===== src/rtl/mdu_hilo_iter.sv =====
// rtl/mdu_hilo_iter.sv - iterative multiply/divide unit owning HI/LO; MADD/MSUB built only when MDU_MADD_EN is defined
module mdu_hilo_iter #(
   parameter int WIDTH = 32,
   parameter int CNT_W = $clog2(WIDTH) + 1
) (
   input  logic             clk,
   input  logic             reset,
   input  logic             start,
   input  logic [2:0]       op,
   input  logic [WIDTH-1:0] src_a,
   input  logic [WIDTH-1:0] src_b,
   output logic             busy,
   output logic             done,
   output logic             div_by_zero,
   output logic [WIDTH-1:0] hi,
   output logic [WIDTH-1:0] lo
);

   localparam logic [2:0] OP_MULT  = 3'b000;
   localparam logic [2:0] OP_MULTU = 3'b001;
   localparam logic [2:0] OP_DIV   = 3'b010;
   localparam logic [2:0] OP_DIVU  = 3'b011;
   localparam logic [2:0] OP_MTHI  = 3'b100;
   localparam logic [2:0] OP_MTLO  = 3'b101;
   localparam logic [2:0] OP_MADD  = 3'b110;
   localparam logic [2:0] OP_MSUB  = 3'b111;

   typedef enum logic [1:0] {IDLE, MUL, DIV, FIX} stateT;

   stateT              state, stateNext;
   logic [CNT_W-1:0]   cnt;
   // Multiplicand for MUL, divisor for DIV.
   logic [WIDTH-1:0]   mcand;
   // MUL: {partial product, remaining multiplier bits}; DIV: {remainder, dividend/quotient bits}.
   logic [2*WIDTH-1:0] acc;
   logic               divMode;
   logic               negRes;
   logic               negRem;
`ifdef MDU_MADD_EN
   logic               accEn;
   logic               accSub;
`endif

   logic               isSigned, isMulOp, isDivOp, divZero, aNeg, bNeg, lastIter;
   logic [WIDTH-1:0]   magA, magB;
   logic [WIDTH:0]     mulSum, divShift, divDiff;
   logic               divGe;
   logic [2*WIDTH-1:0] mulNext, divNext, prodFix;
   logic [WIDTH-1:0]   quoFix, remFix;

   assign isSigned = (op == OP_MULT) || (op == OP_DIV) || (op == OP_MADD) || (op == OP_MSUB);
`ifdef MDU_MADD_EN
   assign isMulOp  = (op == OP_MULT) || (op == OP_MULTU) || (op == OP_MADD) || (op == OP_MSUB);
`else
   assign isMulOp  = (op == OP_MULT) || (op == OP_MULTU);
`endif
   assign isDivOp  = (op == OP_DIV) || (op == OP_DIVU);
   assign divZero  = (src_b == '0);
   assign aNeg     = isSigned && src_a[WIDTH-1];
   assign bNeg     = isSigned && src_b[WIDTH-1];
   assign magA     = aNeg ? -src_a : src_a;
   assign magB     = bNeg ? -src_b : src_b;
   assign lastIter = (cnt == CNT_W'(WIDTH - 1));
   assign busy     = (state != IDLE);

   // One shift-add / restoring-subtract step plus the final sign correction.
   always_comb begin
      mulSum   = {1'b0, acc[2*WIDTH-1:WIDTH]} + {1'b0, (acc[0] ? mcand : '0)};
      mulNext  = {mulSum, acc[WIDTH-1:1]};
      divShift = {acc[2*WIDTH-1:WIDTH], acc[WIDTH-1]};
      divDiff  = divShift - {1'b0, mcand};
      divGe    = !divDiff[WIDTH];
      divNext  = {(divGe ? divDiff[WIDTH-1:0] : divShift[WIDTH-1:0]), acc[WIDTH-2:0], divGe};
      prodFix  = negRes ? -acc : acc;
      quoFix   = negRes ? -acc[WIDTH-1:0] : acc[WIDTH-1:0];
      remFix   = negRem ? -acc[2*WIDTH-1:WIDTH] : acc[2*WIDTH-1:WIDTH];
   end

   // Next-state decode; requests are only looked at in IDLE.
   always_comb begin
      stateNext = state;
      case (state)
         IDLE: begin
            if (start && isMulOp)
               stateNext = MUL;
            else if (start && isDivOp && !divZero)
               stateNext = DIV;
         end
         MUL:     if (lastIter) stateNext = FIX;
         DIV:     if (lastIter) stateNext = FIX;
         FIX:     stateNext = IDLE;
         default: stateNext = IDLE;
      endcase
   end

   // State, datapath and HI/LO registers; hi/lo change only on the done edge.
   always_ff @(posedge clk or posedge reset) begin
      if (reset) begin
         state       <= IDLE;
         cnt         <= '0;
         mcand       <= '0;
         acc         <= '0;
         divMode     <= 1'b0;
         negRes      <= 1'b0;
         negRem      <= 1'b0;
`ifdef MDU_MADD_EN
         accEn       <= 1'b0;
         accSub      <= 1'b0;
`endif
         done        <= 1'b0;
         div_by_zero <= 1'b0;
         hi          <= '0;
         lo          <= '0;
      end else begin
         state <= stateNext;
         done  <= 1'b0;
         case (state)
            IDLE: begin
               if (start && isMulOp) begin
                  mcand   <= magA;
                  acc     <= {{WIDTH{1'b0}}, magB};
                  cnt     <= '0;
                  divMode <= 1'b0;
                  negRes  <= aNeg ^ bNeg;
                  negRem  <= 1'b0;
`ifdef MDU_MADD_EN
                  accEn   <= (op == OP_MADD) || (op == OP_MSUB);
                  accSub  <= (op == OP_MSUB);
`endif
               end else if (start && isDivOp && !divZero) begin
                  mcand   <= magB;
                  acc     <= {{WIDTH{1'b0}}, magA};
                  cnt     <= '0;
                  divMode <= 1'b1;
                  negRes  <= aNeg ^ bNeg;
                  negRem  <= aNeg;
`ifdef MDU_MADD_EN
                  accEn   <= 1'b0;
                  accSub  <= 1'b0;
`endif
               end else if (start && isDivOp) begin
                  lo          <= '1;
                  hi          <= src_a;
                  done        <= 1'b1;
                  div_by_zero <= 1'b1;
               end else if (start && (op == OP_MTHI)) begin
                  hi          <= src_a;
                  done        <= 1'b1;
                  div_by_zero <= 1'b0;
               end else if (start && (op == OP_MTLO)) begin
                  lo          <= src_a;
                  done        <= 1'b1;
                  div_by_zero <= 1'b0;
               end
            end
            MUL: begin
               acc <= mulNext;
               cnt <= cnt + CNT_W'(1);
            end
            DIV: begin
               acc <= divNext;
               cnt <= cnt + CNT_W'(1);
            end
            FIX: begin
               if (divMode) begin
                  hi <= remFix;
                  lo <= quoFix;
               end
`ifdef MDU_MADD_EN
               // hi/lo cannot change while busy, so they still hold the value seen at accept.
               else if (accEn) begin
                  if (accSub) {hi, lo} <= {hi, lo} - prodFix;
                  else        {hi, lo} <= {hi, lo} + prodFix;
               end
`endif
               else begin
                  {hi, lo} <= prodFix;
               end
               done        <= 1'b1;
               div_by_zero <= 1'b0;
            end
            default: ;
         endcase
      end
   end

endmodule


===== config.mk =====
export PLATFORM = sky130hd
export DESIGN_NAME = mdu_hilo_iter
export DESIGN_NICKNAME = d
export VERILOG_FILES = /design/src/rtl/mdu_hilo_iter.sv
export SDC_FILE = /design/constraint.sdc
export NUM_CORES = 1
export LEC_CHECK = 0
export BUFFER_PORTS_ARGS = -buffer_cell sky130_fd_sc_hd__buf_2
export CAP_MARGIN = 40
export CORE_ASPECT_RATIO = 2
export CORE_MARGIN = 2
export CORE_UTILIZATION = 45
export DETAILED_ROUTE_END_ITERATION = 10
export PLACE_DENSITY = 0.65
export SLEW_MARGIN = 20
export SYNTH_ARGS = -nofsm -noshare
export SYNTH_HDL_FRONTEND = slang
export SYNTH_SLANG_ARGS = --single-unit

===== constraint.sdc =====
create_clock -name clk -period 11.3 [get_ports clk]
set_clock_uncertainty 0.2 [all_clocks]
set_input_delay 1.13 -clock clk [delete_from_list [all_inputs] [get_ports clk]]
set_output_delay 1.13 -clock clk [all_outputs]
set_load 0.005 [all_outputs]

=== After elaboration in Yosys (flattened, before gate mapping) ===
Cells that the tools add are included.

* Flip-flop bits (word level): 173
* Latch bits: 0
* RAM bits: 0
* Memory bits (read-only): 0
* Input port bits: 70
* Output and inout bits: 67
* Word-level logic and storage cells: 119
* Memories: 0

* Add/sub/neg operators: 8
* Multiply operators: 0
* Divide/modulo/power cells: 0
* $lt $le $gt $ge: 0
* Eq/ne operators: 19
* Shift operators: 0
* Multiplexer cells: 50
* Bitwise gates (word level): 1
* Reductions and logical operators: 30

{| class="wikitable"
|+ Operators by type and width
! cell !! number
|-
| $mux 32 || 19
|-
| $mux 64 || 3
|-
| $pmux 64 s3 || 1
|-
| $neg 32->32 || 4
|-
| $pmux 32 s2 || 2
|-
| $neg 64->64 || 1
|-
| $add 32x32->33 || 1
|-
| $sub 33x32->33 || 1
|-
| $logic_not 32->1 || 1
|-
| $mux 1 || 16
|-
| $eq 3x3->1 const B || 4
|-
| $mux 6 || 2
|-
| $ne 3x3->1 const B || 4
|-
| $pmux 6 s2 || 1
|-
| $reduce_and 2->1 || 4
|-
| $reduce_and 4->1 || 2
|-
| $reduce_bool 2->1 || 4
|-
| $logic_and 1x1->1 || 7
|-
| $add 6x1->6 const B || 1
|-
| $eq 3x2->1 const B || 2
|-
| $eq 6x5->1 const B || 1
|-
| $mux 2 || 3
|-
| $pmux 2 s3 || 1
|-
| $logic_or 1x1->1 || 5
|-
| other kinds (14) || 18
|}

=== Logic depth before layout (Yosys ltp) ===
* Depth in word-level cells: 9
* Mapped depth: 15
* Mapped depth without buffers: 13

=== Worst setup path after synthesis ===
Ideal clock, no wire load.

* Path type: input-to-reg
* Start: in src_b[16]
* End: reg lo[10]
* Library setup time: 0.125 ns
* Arrival time: 3.634 ns
* Data required time: 10.975 ns
* Slack: 7.342 ns
* Cell stages on the path: 9
* Buffers on the path: 1
* Cell sequence: or4_1 or3_1 nor4_1 a21o_1 and2_1 nand2_1 a21oi_2 buf_4 mux2_2

* Cells in the longest elaborated chain, start to end: 5

{| class="wikitable"
|+ Ends and longest elaborated chain
! item !! RTL line !! RTL
|-
| start, declared || 11 || <nowiki>input logic [WIDTH-1:0] src_b,</nowiki>
|-
| $logic_not 32->1 || 58 || <nowiki>assign divZero = (src_b == '0);</nowiki>
|-
| $logic_not 1->1 || 130 || <nowiki>end else if (start && isDivOp && !divZero) begin</nowiki>
|-
| $logic_and 1x1->1 || 130 ||
|-
| $ne 2x2->1 (no line) || -- ||
|-
| $reduce_and 5->1 (no line) || -- ||
|-
| end signal, assigned || 151 || <nowiki>lo <= src_a;</nowiki>
|-
| end signal, assigned || 167 || <nowiki>lo <= quoFix;</nowiki>
|-
| end signal, assigned || 177 || <nowiki>{hi, lo} <= prodFix;</nowiki>
|-
| end, declared || 16 || <nowiki>output logic [WIDTH-1:0] lo</nowiki>
|}

No other way between the ends.
A chain may end at the register's enable or synchronous reset.

=== Worst setup path in the final report ===
* Start: reg acc[31]
* End: reg acc[33]

* Cells in the longest elaborated chain, start to end: 3

{| class="wikitable"
|+ Ends and longest elaborated chain
! item !! RTL line !! RTL
|-
| start, declared || 35 || <nowiki>logic [2*WIDTH-1:0] acc;</nowiki>
|-
| start signal, assigned || 121 || <nowiki>acc <= {{WIDTH{1'b0}}, magB};</nowiki>
|-
| start signal, assigned || 132 || <nowiki>acc <= {{WIDTH{1'b0}}, magA};</nowiki>
|-
| start signal, assigned || 157 || <nowiki>acc <= mulNext;</nowiki>
|-
| $sub 33x32->33 || 71 || <nowiki>divDiff = divShift - {1'b0, mcand};</nowiki>
|-
| $mux 32 || 73 || <nowiki>divNext = {(divGe ? divDiff[WIDTH-1:0] : divShift[WIDTH-1:0]), acc[WIDTH-2:0], divGe};</nowiki>
|-
| $pmux 64 s3 || 117 || <nowiki>case (state)</nowiki>
|}

No other way between the ends.

==> impl.org <==
** Floorplan
- Total number of placement rows :: between 90 and 100
- During I/O placement, the number of pins put on the boundary was 137.
- Core area :: 32,700 um2
- The die is 132.5 um wide.
- The die covers 34,600 um2.
- Initial Utilization :: 45.48%
- The floorplan step set the die height to around 260 um.

** Logic synthesis
- Most used flip-flop cell after synthesis :: dfrtp_1
- Net Count, Synth :: 2,035
- After synthesis the netlist holds a flip-flop and latch count of 173.
- The Yosys step of the flow raised 0 warnings.
- Each instance of the synthesized netlist takes up on average between 7 and 8 um2.
- The cell count after synthesis came out at 1,890.
- Post-synth EDFFs :: 0
- Cell area after technology mapping :: 14,870 um2
- Summing the sequential cell areas from Yosys gives 29.11% of the chip area.
- Synth cell types :: 77
- Counting flops with an async set or reset pin after synthesis yields a share of 100.0%.

** Finish
- Synth-to-Final Area Change :: 11.74%
- The library cells used most frequently in the layout, excluding fill and tap cells, are 228 x nor2_1, 188 x o21ai_0, 186 x a21oi_1.
- The number of antenna diodes in the final layout is 0.
- The library cell used most frequently in the layout, excluding fill and tap cells, is nor2_1.
- In the final design database the tool counted 2,103 nets.
- Fill cells in the final layout number 3,303.
- Share of final-layout standard cells stronger than drive strength 1 :: 13.14%
- Once layout is complete, the cells apart from fillers number ~2,400.

** Pwr
- Clk network pwr share :: 13.2%
- The analysis attributes to net switching a power of 0.002390 W.
- VDD sags by at most 0.0002383 V.
- Switching Share :: between 50% and 60%
- The internal portion of the total power is 0.002330 W.
- Sequential share of power :: 25.4%
- Combinational cells account for between 60% and 70% of the total power.
- Power per cell area :: 284.1 nW/um2
- Static leakage :: between 7 and 8 nW

** Clock tree
- Deepest level of the CTS H-tree :: 4
- The tree is rooted in a clkbuf_16.
- Gates resized during post-CTS repair numbered 0.
- In this run, CTS created clock tree buffers numbering 17.
- Num Clock Sinks :: 173
- Clock tree from TritonCTS :: yes
- Hold repair after CTS inserted 0 buffers.
- The clock reaches the later pin of the worst-skew pair after 0.47 ns.
- Maximum clock path buffer count :: 2
- Clock-pin slew was measured on the worst setup and hold paths at 0.07 ns.
- The number of setup buffers added after CTS is 0.

** STA
- Setup violations remaining at the end of the flow were counted as 0.
- Relative slew slack :: 43.21%
- After routing, the total negative slack on setup checks comes to 0 ns.
- Setup repair after global routing missed its margin :: false
- Final Critical Period :: 5.130 ns
- Number of hold-slack violations in the final timing report :: 0
- Static timing analysis puts the maximum clock frequency at between 150 and 200 MHz.
- Measured slew at the worst slew-check pin :: 0.8518 ns
- The worst path uses between 40% and 50% of the clock period.
- The count of pins over their slew limit is 0.

** Critical path
- Counting cells, the worst reg-to-reg path comes to 15.
- Launch point of the worst reg-to-reg path :: acc[31]
- Setup slack on the worst flop-to-flop path :: 6.17 ns
- Category of the worst setup path capture point :: register
- Signal arrival time at the worst endpoint :: 5.31 ns
- Critical path data required time :: 11.48 ns
- Crit Path Class :: reg -> reg
- Critical register-to-register path endpoint :: acc[33]
- CP startpoint kind :: register
- Along the worst path, the maximum fanout reaches 34.

** Run status
- Outcome :: finished, final reports clean

** Global routing
- The initial antenna violation count came to 1.
- Pin count of the biggest net entering global routing :: 75
- Global route overflow :: 0
- Combined global-route utilization of all metal layers :: 31.17%
- The first global-routing pass estimated 83,310 um of wire.
- The via count of the first global-routing pass was 14,570.

** Detailed routing
- For this run, design rule violations remaining after detail routing come to 0.
- After detailed routing, the total wire length is 54,260 um.
- The count of nets left with antenna violations once routing finished came out at 0.
- Final routed wire length divided by cell count :: 22.58 um
- Summing over every cut layer, the via total after detailed routing is 14,850.
- After the first detailed-routing iteration, the DRC count stood at 1,061.
- First-pass DRT Iterations :: 5
- Via/cell ratio :: 6.180

** Placed design
- In this run the tool buffered the top-level ports with 136 buffer cells.
- At the end of routability-driven placement, the weighted congestion stood at just over 1.
- Once detailed placement completed, the half-perimeter wirelength came to ~41,000 um.
- Number of placed instances with taps included :: 2,368

** Job
- The tool flagged a number of max-cap violations equal to 0.

** Min path
- The startpoint identified for the worst hold timing path is hi[13].
- Hold Path Cell Cnt :: 2
- The worst hold path terminates at hi[13].
- Path type of the worst min-delay path :: reg -> reg
[critical path: stages, from the launching register on]
cell      delay, ns
dfrtp_1        0.38
inv_1          0.18
ha_1           0.29
fa_1           0.47
nor2b_1        0.22
o31ai_1        0.13
a21oi_1        0.49
a21oi_1        0.22
o21ai_0        0.52
a211oi_1       0.19
buf_4          0.21
o21a_1         0.23
o211ai_4       0.18
buf_4          0.52
mux2_2         0.41
o221ai_1       0.15
[cells in the mapped netlist, types with 8 or more instances]
cell type  count  area [um2]
a21o_1        29       217.7
a211oi_1      12       90.09
or4_1         10       75.07
clkbuf_1      93       349.1
inv_1         69       259.0
o31ai_1       27       202.7
ha_1          73       913.4
xnor2_1       83       727.0
nor2_1       229       859.6
or3_1         14       87.58
mux2i_1       56       560.5
a22oi_1       54       405.4
o41ai_1       14       122.6
buf_2         11       55.05
a31oi_1       14       87.58
nand3_1       23       115.1
o21a_1        10       75.07
o221ai_1      15       131.4
dfrtp_1      173        4329
o21ai_0      188       940.9
mux2_2        33       371.6
and2_1         9       56.30
nor4_1        17       106.4
a2111oi_0     13       113.9
a21oi_1      186       930.9
nand2b_1       8       50.05
nand4_1       10       62.56
o211ai_1      13       97.59
and3_1         9       56.30
xor2_1        97       849.6
nor3_1        24       120.1
nand2_1      176       660.6
[logic make-up after synthesis]
family | Yosys count | synth area share (%)
muxes | 89 | 6.268
DFF | 173 | 29.11
and+or+nand+nor | 560 | 16.79
buffers and inverters | 188 | 5.048
AOI/OAI and AO/OA | 625 | 25.76
adders and majority gates | 75 | 6.411
xor gates and xnor gates | 180 | 10.60
[layout make-up]
| class | count | area (um2) | area share (%) |
|---|---|---|---|
| multi-input combinational | 1529 | 9829 | 59.16 |
| sequential | 173 | 4329 | 26.05 |
| timing repair buffer | 167 | 1056 | 6.355 |
| tap | 432 | 540.5 | 3.253 |
| clock buffer | 19 | 452.9 | 2.726 |
| inverter | 70 | 267.8 | 1.611 |
| clock inverter | 13 | 140.1 | 0.8434 |
[metal layers]
metal | GRT usage (%) | up-vias | routed length [um]
li1 | - | 6913 | -
met1 | 33.17 | 7105 | 19530
met2 | 57.35 | 638 | 28380
met3 | 3.697 | 193 | 2528
met4 | 21.03 | 2 | 3807
met5 | 0 | - | 16
[sequential cells by signal, indices dropped and copies added, names as in the netlist]
name         count
acc             64
hi              32
lo              32
mcand           32
cnt              6
state            2
divMode          1
div_by_zero      1
done             1
negRem           1
negRes           1
[power by group through the flow]
stage	clock network [W]	logic (W)	registers [W]
2_1_floorplan	0	0.00202	0.00108
3_3_place_gp	0	0.00275	0.00119
3_5_place_dp	0	0.00284	0.00120
4_1_cts	0.000625	0.00285	0.00119
5_1_grt	0.000650	0.00316	0.00124
6_report	0.000621	0.00290	0.00120
[worst max-delay path by stage]
stage               slack [ns]       to  cells after the start      from
floorplan                 5.28   acc[0]                      1     reset
global placement          5.51   acc[7]                     11  src_b[4]
detailed placement        6.21   acc[2]                     13  src_b[4]
CTS                       6.29  acc[33]                     15   acc[31]
global route              6.02  acc[33]                     15   acc[31]
finish                    6.17  acc[33]                     15   acc[31]
[stage by stage]
step	power, W	utilization [%]	area (um2)	setup slack [ns]	hold WS, ns
finish	0.004720	50.82	16620	6.170	0.2733
global route	0.005050	50.82	16620	6.022	0.3092
CTS	0.004670	50.59	16540	6.294	0.2812
detailed placement	0.004039	48.78	15950	6.209	0.2650
global placement	0.003943	48.36	15810	5.511	0.2574
floorplan	0.003102	-	14870	5.282	0.2497
(Power assumes the default switching activity.)
